$ cat src/rtl/xgmii_tx_sched_if.sv
// Source-side bus shared by the per-port frame generators and the TX scheduler.
//   vld  per-port word valid
//   txd  per-port 32-bit XGMII data (port i in element i)
//   txc  per-port 4-bit XGMII control
//   eop  per-port last-word-of-frame flag
//   rdy  per-port accept, driven by the scheduler
// master: the sources; slave: the scheduler.
interface xgmii_tx_sched_if #(
  parameter int NUM_PORT = 4
);
  logic [NUM_PORT-1:0]       vld;
  logic [NUM_PORT-1:0][31:0] txd;
  logic [NUM_PORT-1:0][3:0]  txc;
  logic [NUM_PORT-1:0]       eop;
  logic [NUM_PORT-1:0]       rdy;

  modport master (output vld, output txd, output txc, output eop, input rdy);
  modport slave  (input vld, input txd, input txc, input eop, output rdy);
endinterface

$ cat src/rtl/xgmii_tx_sched.sv
// Round-robin whole-frame scheduler sharing one 32-bit XGMII TX lane among
// NUM_PORT sources. Idle (07070707/F) is driven whenever no frame word is being
// forwarded; underruns and over-long frames are cut with FEFEFEFE/F.
// Ports:
//   I_312m5_clk        lane clock, all logic on the rising edge
//   I_rst_n            synchronous reset, active low
//   I_port_en          per-source enable
//   I_ipg_words        idle words after each frame (0 behaves as 1)
//   src                source bus (slave side)
//   O_xgmii_txd/txc    registered lane data/control
//   O_xgmii_txport_num source owning the lane (holds in IDLE)
//   O_pkt_cnt          frames completed with eop, wrapping
//   O_err_pulse        one-cycle pulse on underrun or watchdog abort
module xgmii_tx_sched #(
  parameter int NUM_PORT  = 4,
  parameter int MAX_WORDS = 512
) (
  input  logic                I_312m5_clk,
  input  logic                I_rst_n,
  input  logic [NUM_PORT-1:0] I_port_en,
  input  logic [3:0]          I_ipg_words,
  xgmii_tx_sched_if.slave     src,
  output logic [31:0]         O_xgmii_txd,
  output logic [3:0]          O_xgmii_txc,
  output logic [1:0]          O_xgmii_txport_num,
  output logic [15:0]         O_pkt_cnt,
  output logic                O_err_pulse
);
  localparam logic [31:0] IDLE_W = 32'h0707_0707;
  localparam logic [31:0] ERR_W  = 32'hFEFE_FEFE;
  localparam logic [11:0] WD_LIM = 12'(MAX_WORDS);
  localparam logic [2:0]  NP     = 3'(NUM_PORT);

  typedef enum logic [1:0] {S_IDLE, S_XFER, S_DRAIN, S_IPG} state_t;

  state_t      state_q;
  logic [1:0]  sel_q, rr_q;
  logic [11:0] wcnt_q;
  logic [3:0]  ipg_q;
  logic [31:0] txd_q;
  logic [3:0]  txc_q;
  logic [15:0] pkt_q;
  logic        err_q;

  // View of the source currently owning the lane
  logic        cur_vld, cur_eop;
  logic [31:0] cur_txd;
  logic [3:0]  cur_txc;
  assign cur_vld = src.vld[sel_q];
  assign cur_eop = src.eop[sel_q];
  assign cur_txd = src.txd[sel_q];
  assign cur_txc = src.txc[sel_q];

  logic [3:0] ipg_len;
  assign ipg_len = (I_ipg_words == 4'd0) ? 4'd1 : I_ipg_words;

  logic [NUM_PORT-1:0] elig;
  assign elig = src.vld & I_port_en;

  // Cyclic priority search from rr_q. Walking offsets high-to-low lets the
  // lowest offset (closest to the pointer) overwrite the result last.
  logic       gnt_any;
  logic [1:0] gnt_idx, rr_nxt;
  logic [2:0] arb_sum;
  always_comb begin
    gnt_any = 1'b0;
    gnt_idx = rr_q;
    arb_sum = '0;
    for (int i = NUM_PORT-1; i >= 0; i--) begin
      arb_sum = {1'b0, rr_q} + 3'(i);
      if (arb_sum >= NP) arb_sum = arb_sum - NP;
      if (elig[arb_sum[1:0]]) begin
        gnt_any = 1'b1;
        gnt_idx = arb_sum[1:0];
      end
    end
    rr_nxt = (gnt_idx == 2'(NUM_PORT-1)) ? 2'd0 : gnt_idx + 2'd1;
  end

  // Ready only to the owner while it may push words; held low during reset
  // so no source advances on a word that will never reach the lane.
  logic own;
  assign own = I_rst_n && (state_q == S_XFER || state_q == S_DRAIN);
  for (genvar g = 0; g < NUM_PORT; g++) begin : g_rdy
    assign src.rdy[g] = own && (sel_q == 2'(g));
  end

  always_ff @(posedge I_312m5_clk) begin
    if (!I_rst_n) begin
      state_q <= S_IDLE;
      sel_q   <= '0;
      rr_q    <= '0;
      wcnt_q  <= '0;
      ipg_q   <= '0;
      txd_q   <= IDLE_W;
      txc_q   <= 4'hF;
      pkt_q   <= '0;
      err_q   <= 1'b0;
    end else begin
      txd_q <= IDLE_W;
      txc_q <= 4'hF;
      err_q <= 1'b0;
      unique case (state_q)
        S_IDLE: begin
          if (gnt_any) begin
            state_q <= S_XFER;
            sel_q   <= gnt_idx;
            rr_q    <= rr_nxt;
            wcnt_q  <= '0;
          end
        end
        S_XFER: begin
          if (wcnt_q == WD_LIM) begin
            // Limit already reached without eop: this word is replaced by /E/.
            // If it happens to carry eop the frame is still closed, just
            // not counted.
            txd_q <= ERR_W;
            err_q <= 1'b1;
            if (cur_vld && cur_eop) begin
              state_q <= S_IPG;
              ipg_q   <= ipg_len;
            end else begin
              state_q <= S_DRAIN;
            end
          end else if (!cur_vld) begin
            txd_q   <= ERR_W;
            err_q   <= 1'b1;
            state_q <= S_DRAIN;
          end else begin
            txd_q  <= cur_txd;
            txc_q  <= cur_txc;
            wcnt_q <= wcnt_q + 12'd1;
            if (cur_eop) begin
              pkt_q   <= pkt_q + 16'd1;
              state_q <= S_IPG;
              ipg_q   <= ipg_len;
            end
          end
        end
        S_DRAIN: begin
          // A disabled source may never reach eop; release the lane at once
          if (!I_port_en[sel_q] || (cur_vld && cur_eop)) begin
            state_q <= S_IPG;
            ipg_q   <= ipg_len;
          end
        end
        S_IPG: begin
          if (ipg_q <= 4'd1) state_q <= S_IDLE;
          else               ipg_q   <= ipg_q - 4'd1;
        end
        default: state_q <= S_IDLE;
      endcase
    end
  end

  assign O_xgmii_txd        = txd_q;
  assign O_xgmii_txc        = txc_q;
  assign O_xgmii_txport_num = sel_q;
  assign O_pkt_cnt          = pkt_q;
  assign O_err_pulse        = err_q;
endmodule
$ cat src/flat_wrapper.sv
// flat-port wrapper written by rule: the top's interface ports become plain ports
module xgmii_tx_sched_flat 
#(
  parameter int NUM_PORT  = 4,
  parameter int MAX_WORDS = 512
)
  (I_312m5_clk, I_rst_n, I_port_en, I_ipg_words, O_xgmii_txd, O_xgmii_txc, O_xgmii_txport_num, O_pkt_cnt, O_err_pulse, src_vld, src_txd, src_txc, src_eop, src_rdy);
  xgmii_tx_sched_if #(.NUM_PORT(NUM_PORT)) src_i ();
  input  logic I_312m5_clk;
  input  logic I_rst_n;
  input  logic [NUM_PORT-1:0] I_port_en;
  input  logic [3:0] I_ipg_words;
  output logic [31:0] O_xgmii_txd;
  output logic [3:0] O_xgmii_txc;
  output logic [1:0] O_xgmii_txport_num;
  output logic [15:0] O_pkt_cnt;
  output logic O_err_pulse;
  input wire logic [$bits(src_i.vld)-1:0] src_vld;
  input wire logic [$bits(src_i.txd)-1:0] src_txd;
  input wire logic [$bits(src_i.txc)-1:0] src_txc;
  input wire logic [$bits(src_i.eop)-1:0] src_eop;
  output wire logic [$bits(src_i.rdy)-1:0] src_rdy;
  assign src_i.vld = src_vld;
  assign src_i.txd = src_txd;
  assign src_i.txc = src_txc;
  assign src_i.eop = src_eop;
  assign src_rdy = src_i.rdy;
  xgmii_tx_sched #(.NUM_PORT(NUM_PORT), .MAX_WORDS(MAX_WORDS)) u_core (.I_312m5_clk(I_312m5_clk), .I_rst_n(I_rst_n), .I_port_en(I_port_en), .I_ipg_words(I_ipg_words), .src(src_i), .O_xgmii_txd(O_xgmii_txd), .O_xgmii_txc(O_xgmii_txc), .O_xgmii_txport_num(O_xgmii_txport_num), .O_pkt_cnt(O_pkt_cnt), .O_err_pulse(O_err_pulse));
endmodule
$ cat config.mk
export PLATFORM = sky130hd
export DESIGN_NAME = xgmii_tx_sched_flat
export DESIGN_NICKNAME = d
export VERILOG_FILES = /design/src/rtl/xgmii_tx_sched_if.sv /design/src/rtl/xgmii_tx_sched.sv /design/src/flat_wrapper.sv
export SDC_FILE = /design/constraint.sdc
export NUM_CORES = 1
export LEC_CHECK = 0
export BUFFER_PORTS_ARGS = -buffer_cell sky130_fd_sc_hd__buf_2
export CORE_MARGIN = 8
export CORE_UTILIZATION = 40
export DETAILED_ROUTE_END_ITERATION = 10
export GPL_ROUTABILITY_DRIVEN = 0
export GPL_TIMING_DRIVEN = 0
export PLACE_DENSITY = 0.72
export SYNTH_ARGS = -nofsm -noshare
export SYNTH_HDL_FRONTEND = slang
export SYNTH_SLANG_ARGS = --single-unit
$ cat constraint.sdc
create_clock -name I_312m5_clk -period 2.45 [get_ports I_312m5_clk]
set_input_delay 0 -clock I_312m5_clk [delete_from_list [all_inputs] [get_ports I_312m5_clk]]
set_output_delay 0 -clock I_312m5_clk [all_outputs]
set_load 0.01 [all_outputs]
==> results.cfg, run 1 <==
[pwr]
p_total_w = 0.00450
p_leak_nw = 2.48
peakVddDrop_mv = 0.406
powerDensity_nw_per_um2 = 783

[floorplan]
initial_core_util_pct = 40.9
num_rows = 37
die_h_um = 119
die_area_um2 = 14100
die_w_um = 119
coreArea_um2 = 10300
io_pins = 221

[synth]
yosys_warnings = 0
ys_async_sr_fraction_pct = 0
seq_area_frac_synth_pct = 35.7
synth_ff_type = dfxtp_1
ys_ff_latch = 75
synth_nets = 599
syn-instance-count = 428
synth_edf_count = 0
syn_area_um2 = 4210
syn_area_per_cell_um2 = 9.83
synth_cell_type_count = 54

[critical_path]
critPathArrivalTime_ns = 2.47
reg2regPathDepth = 8
crit_path_start_kind = flip-flop
cp_data_required_time_ns = 2.63
worstPathMaxFanout = 10
critPathCaptureType = flip-flop
crit_type = flip-flop to flip-flop

[timing]
finalSetupTns_ns = 0
finalHoldWorstSlack_ns = 0.0248
tightest_slew_ns = 1.18
slew_viol_final = 0
finalHoldViolations = 0
clock.fmax_ghz = 0.438
fin_worst_skew_ns = 0.00871
slew_headroom_pct = 20.4
rsz0062_at_grt = no
post-route-period-util_pct = 93.3
setup_viol = 0
fin_crit_ns = 2.29

[clock_tree]
cts_made_buffers = 9
clock_sinks = 75
cts_tree = built
clkSlewWorstSetupHoldPaths_ns = 0.09
clk_latency_ns = 0.35
cts.path.max_buffers = 2
cts_root_buffer = clkbuf_8
h-tree-depth = 3

[placement]
portBuffers = 220
dp_hpwl_um = 11900
dpl.cell_count = 784

[route]
dr.pass1.iters = 5
ant_nets = 0
dr_total_vias = 4300
viasPerCell = 5.35
drt-initial-drc-count = 303
drc_errors = 0
avgRoutedWirePerCell_um = 17.7
wl_um = 14300

[hold_path]
whs_path_depth = 3
hold_path_class = input port to flip-flop

[grt]
grt_pass1_wl_um = 22600
grt_max_degree = 16
use_met2_pct = 34.6
grt-busiest-layer = met2
gr-usage-all-layers_pct = 19.5
grt_pass1_vias = 4476
grt_util_met1_pct = 22.1
antenna_found_initial = 1
grt-ovfl-total = 0
met3_usage_pct = 6.00

[finish]
antenna_cells_inserted = 0
syn_to_final_growth_pct = 36.7
stdcell_count = 804
final_nets = 834
drive_above_1_share_pct = 44.8
n_fill_cell = 969

[outcome]
status = complete, no violations

[job]
maxCapViolations = 0
==> layer usage <==
layer | vias to the layer above | wire length [um]
met3 | 18 | 1090
li1 | 2065 | -
met2 | 140 | 7350
met1 | 2075 | 5570
met5 | - | 13
met4 | 2 | 242
==> registers in the layout, summed over array words and instances, names as in the netlist <==
signal	count
u_core.O_xgmii_txd	32
u_core.O_pkt_cnt	16
u_core.wcnt_q	12
u_core.O_xgmii_txc	4
u_core.ipg_q	4
u_core.O_xgmii_txport_num	2
u_core.rr_q	2
u_core.state_q	2
u_core.O_err_pulse	1
==> logic make-up after synthesis <==
| group | count (synthesis) | share of synthesized area (%) |
|---|---|---|
| simple gates | 173 | 20.6 |
| flops | 75 | 35.7 |
| buf+inv | 45 | 4.97 |
| mux | 40 | 21.1 |
| compound gates | 76 | 12.9 |
| xor+xnor | 10 | 2.08 |
| fa+ha+maj | 9 | 2.68 |
==> metrics by stage <==
| step | area, um2 | worst slack [ns] | utilization (%) |
|---|---|---|---|
| after floorplan | 4210 | 0.288 | - |
| after global placement | 5480 | 0.0589 | 53.3 |
| after detailed placement | 5480 | 0.000427 | 53.3 |
| after CTS | 5720 | 0.0295 | 55.6 |
| after global routing | 5750 | 0.0600 | 55.9 |
| final | 5750 | 0.165 | 55.9 |
==> worst paths after layout <==
check	start	end	slack, ns
worst min-delay path	I_ipg_words[3]	u_core.ipg_q[3]	0.02
worst max-delay path	u_core.wcnt_q[0]	u_core.wcnt_q[8]	0.16
worst min register to register	u_core.ipg_q[1]	u_core.ipg_q[1]	0.47
worst max register to register	u_core.wcnt_q[0]	u_core.wcnt_q[8]	0.16
==> critical path, stage by stage, from the launching register on <==
cell and delay (ns):
dfxtp_1 0.37, inv_1 0.08, ha_1 0.14, or4b_4 0.51
o311ai_4 0.31, buf_4 0.19, a21o_1 0.28, or3_2 0.18
a21oi_1 0.06
==> layout make-up <==
class / instances / area, um2 / area share (%)
well taps: 136 / 170 / 2.96
multi-input cells: 308 / 2500 / 43.5
clock buffers: 9 / 124 / 2.16
clock inverters: 7 / 108 / 1.87
plain buffers: 25 / 135 / 2.35
flip-flops and latches: 75 / 1500 / 26.1
inverters: 20 / 75.1 / 1.31
repair buffers: 224 / 1130 / 19.7
==> cell usage after synthesis (all sizes together) (6+ instances only) <==
library cell,instances,area (um2)
nor2,62,235
nand2,33,124
mux4,39,878
buf,9,53.8
ha,9,113
inv,20,75.1
a21oi,20,100
o31ai,6,45.0
nor3,8,40.0
or4,10,75.1
or3,22,145
dfxtp,75,1500
o21ai,17,85.1
nand3,15,80.1
clkbuf,16,80.1
xnor2,6,52.6
==> power by group <==
| group | internal [W] | switching (W) |
|---|---|---|
| combinational | 0.000860 | 0.00101 |
| sequential | 0.00141 | 0.000110 |
| clock | 0.000595 | 0.000513 |
| total | 0.00286 | 0.00164 |
==> repair_timing <==
item,in CTS,in global routing
gates resized for setup,1,1
hold buffers,1,0
hold endpoints to repair,1,0
pin swaps,0,1
endpoints found under the setup margin,1,18
setup buffers,0,3
==> cell usage in the layout (no fill, tap or decap), types with 8 or more instances in the layout <==
cell      instances
a21oi_1          20
buf_2           224
clkbuf_1         13
clkbuf_8         11
dfxtp_1          75
ha_1              9
inv_1            20
mux4_2           39
nand2_1          33
nand3_1          14
nor2_1           61
nor3_1            8
o21ai_0          17
or3_1            19
or4_1            10
Note: power is estimated with default switching activity, not from simulation.
==> run 2, diff against run 1 <==
--- a/config.mk
+++ b/config.mk
@@ -5,13 +5,16 @@
 export SDC_FILE = /design/constraint.sdc
 export NUM_CORES = 1
 export LEC_CHECK = 0
+export ABC_AREA = 1
 export BUFFER_PORTS_ARGS = -buffer_cell sky130_fd_sc_hd__buf_2
+export CORE_ASPECT_RATIO = 1.4
 export CORE_MARGIN = 8
 export CORE_UTILIZATION = 40
 export DETAILED_ROUTE_END_ITERATION = 10
 export GPL_ROUTABILITY_DRIVEN = 0
 export GPL_TIMING_DRIVEN = 0
 export PLACE_DENSITY = 0.72
+export SLEW_MARGIN = 15
 export SYNTH_ARGS = -nofsm -noshare
 export SYNTH_HDL_FRONTEND = slang
 export SYNTH_SLANG_ARGS = --single-unit
==> run 2 against run 1 <==
Via count rose by 32%. Worst setup slack got worse by 0.047 ns. Total power rose by 42%. Combinational power grew 86%. Synthesized cell count is 36% higher. Global-route usage is 6.1 points higher. Synthesized area rose by 2.3%. Critical endpoint is now u_core.O_xgmii_txd[22]. Largest power group unchanged.
==> results.cfg, run 2 <==
[outcome]
status = complete, no violations

[placement]
portBuffers = 220
dpl_cell_area_um2 = 5580
dp_hpwl_um = 13500

[route]
dr.pass1.iters = 5
drt-initial-drc-count = 401
drc_errors = 0
avgRoutedWirePerCell_um = 18.3
viasPerCell = 5.40
dr_total_vias = 5683
ant_nets = 0
wl_um = 19300

[synth]
ys_top_cells_by_count = 125 x nand2_1, 75 x dfxtp_1, 67 x a22oi_1, 44 x nor2_1, 41 x inv_1
syn-instance-count = 584
synth_ff_type = dfxtp_1
yosys_warnings = 0
ys_ff_latch = 75
yosysMostFrequentCell = nand2_1
yosysTopAreaCell = dfxtp_1
seq_area_frac_synth_pct = 34.9
yosys-top-cells-area = dfxtp_1 35%, a22oi_1 12%, nand2_1 11%
syn_area_um2 = 4300
synth_top_area_share_pct = 34.9
syn_area_per_cell_um2 = 7.36
ys_async_sr_fraction_pct = 0
synth_nets = 755
synth_edf_count = 0
synth_cell_type_count = 41

[floorplan]
num_rows = 45
die_h_um = 139
initial_core_util_pct = 40.4
io_pins = 221
die_w_um = 104
coreArea_um2 = 10600
die_area_um2 = 14400

[finish]
syn_to_final_growth_pct = 57.0
final_nets = 1071
utilization_pct = 63.4
final_common_cell = buf_2
final_cell_mix = 227 x buf_2, 125 x nand2_1, 85 x dlygate4sd3_1, 75 x dfxtp_1, 67 x a22oi_1
drive_above_1_share_pct = 32.0
fin_area_um2 = 6750
largest_reg_flops = 32

[timing]
post-route-period-util_pct = 95.2
rsz0062_at_grt = no
fin_crit_ns = 2.33
setup_viol = 0
tightest_slew_ns = 0.619
finalHoldViolations = 0
slew_viol_final = 0
clock.fmax_ghz = 0.429
slew_headroom_pct = 58.7
fin_worst_skew_ns = 0.0117
finalSetupTns_ns = 0

[pwr]
power.internal_w = 0.00373
p_leak_nw = 3.02
powerDensity_nw_per_um2 = 946
clkPwrFrac_pct = 21.3
switching_power_w = 0.00266
peakVddDrop_mv = 0.545
seq_power_share_pct = 24.4
switching_share_pct = 41.6
combinationalPowerShare_pct = 54.3

[grt]
gr-usage-all-layers_pct = 25.7
use_met2_pct = 43.8
grt_pass1_vias = 5884
grt-ovfl-total = 0
met3_usage_pct = 7.63
grt_pass1_wl_um = 30000
grt_max_degree = 13
grt-busiest-layer = met2
grt_util_met1_pct = 26.8
antenna_found_initial = 7

[job]
maxCapViolations = 0

[critical_path]
crit_type = flip-flop to flip-flop
worstPathMaxFanout = 10
critPathArrivalTime_ns = 2.61
regToRegSetupSlack_ns = 0.12
crit_path_start_kind = flip-flop
reg2regPathDepth = 7
r2r-start = u_core.O_xgmii_txport_num[0]
critPathCaptureType = flip-flop
cp_data_required_time_ns = 2.72
r2r_end = u_core.O_xgmii_txd[22]

[clock_tree]
clk_latency_ns = 0.33
cts_made_buffers = 9
clkSlewWorstSetupHoldPaths_ns = 0.06
cts.path.max_buffers = 2
cts_resized = 0
h-tree-depth = 3
cts_tree = built
cts_root_buffer = clkbuf_16
post_cts.repair.setup_buffers = 0
hold_buffers = 85
clock_sinks = 75

[hold_path]
hold_path_class = input port to flip-flop
whs_path_depth = 3
hold-path-endpoint = u_core.O_xgmii_txd[19]
hp-start = src_txd[83]
[run 2: power groups by stage]
stage | clock, W | sequential (W) | combinational, W
after global placement | 0 | 0.00157 | 0.00285
after floorplan | 0 | 0.00164 | 0.00196
final | 0.00136 | 0.00156 | 0.00347
after global routing | 0.00143 | 0.00158 | 0.00377
after detailed placement | 0 | 0.00158 | 0.00292
after CTS | 0.00138 | 0.00155 | 0.00336
[run 2: worst max-delay path, stage by stage (launching register included)]
cell and delay (ns):
dfxtp_1 0.46, nand2_1 0.12, inv_2 0.08, buf_2 0.23, buf_1 0.44, a22oi_1 0.18, a31oi_1 0.19, dlygate4sd3_1 0.56
[run 2: routing by layer]
layer,vias up,part of all wire [%]
met2,343,49
met4,2,5.4
met1,2597,37
met5,-,0.052
met3,83,8.5
li1,2658,-
[run 2: cell families after synthesis]
| logic type | after synthesis | synth area share [%] |
|---|---|---|
| simple gates | 249 | 26.4 |
| compound gates | 151 | 23.5 |
| buf+inv | 80 | 8.32 |
| flops | 75 | 34.9 |
| xor+xnor | 20 | 4.25 |
| fa+ha+maj | 9 | 2.62 |
[run 2: metrics by stage]
| step | worst slack [ns] | instances | hold WS [ns] | power (W) |
|---|---|---|---|---|
| 2_1_floorplan | 0.838 | 584 | 0.138 | 0.00360 |
| 3_3_place_gp | 0.481 | 945 | 0.235 | 0.00441 |
| 3_5_place_dp | 0.413 | 945 | 0.239 | 0.00450 |
| 4_1_cts | 0.172 | 1046 | 0.000153 | 0.00629 |
| 5_1_grt | 0.00712 | 1052 | 0.0103 | 0.00678 |
| 6_report | 0.118 | 1053 | 0.0107 | 0.00639 |
[run 2: worst max path at each step]
| stage | slack [ns] | endpoint | from |
|---|---|---|---|
| 6_report | 0.12 | u_core.O_xgmii_txd[22] | u_core.O_xgmii_txport_num[0] |
| 5_1_grt | 0.007 | u_core.O_xgmii_txd[31] | u_core.O_xgmii_txport_num[1] |
| 4_1_cts | 0.17 | u_core.O_xgmii_txd[12] | u_core.O_xgmii_txport_num[1] |
| 3_5_place_dp | 0.41 | u_core.O_xgmii_txc[0] | u_core.state_q[1] |
| 3_3_place_gp | 0.48 | u_core.O_xgmii_txc[1] | u_core.state_q[1] |
| 2_1_floorplan | 0.84 | u_core.wcnt_q[2] | u_core.state_q[1] |
[run 2: layout make-up]
cell class	instances	area [um2]
sequential	75	1500
tap	141	176
clock buffer	12	256
inverter	50	188
buffer	30	170
timing repair buffer	305	1950
antenna	7	17.5
fill	892	3890
multi-input combinational	429	2440
clock inverter	4	48.8
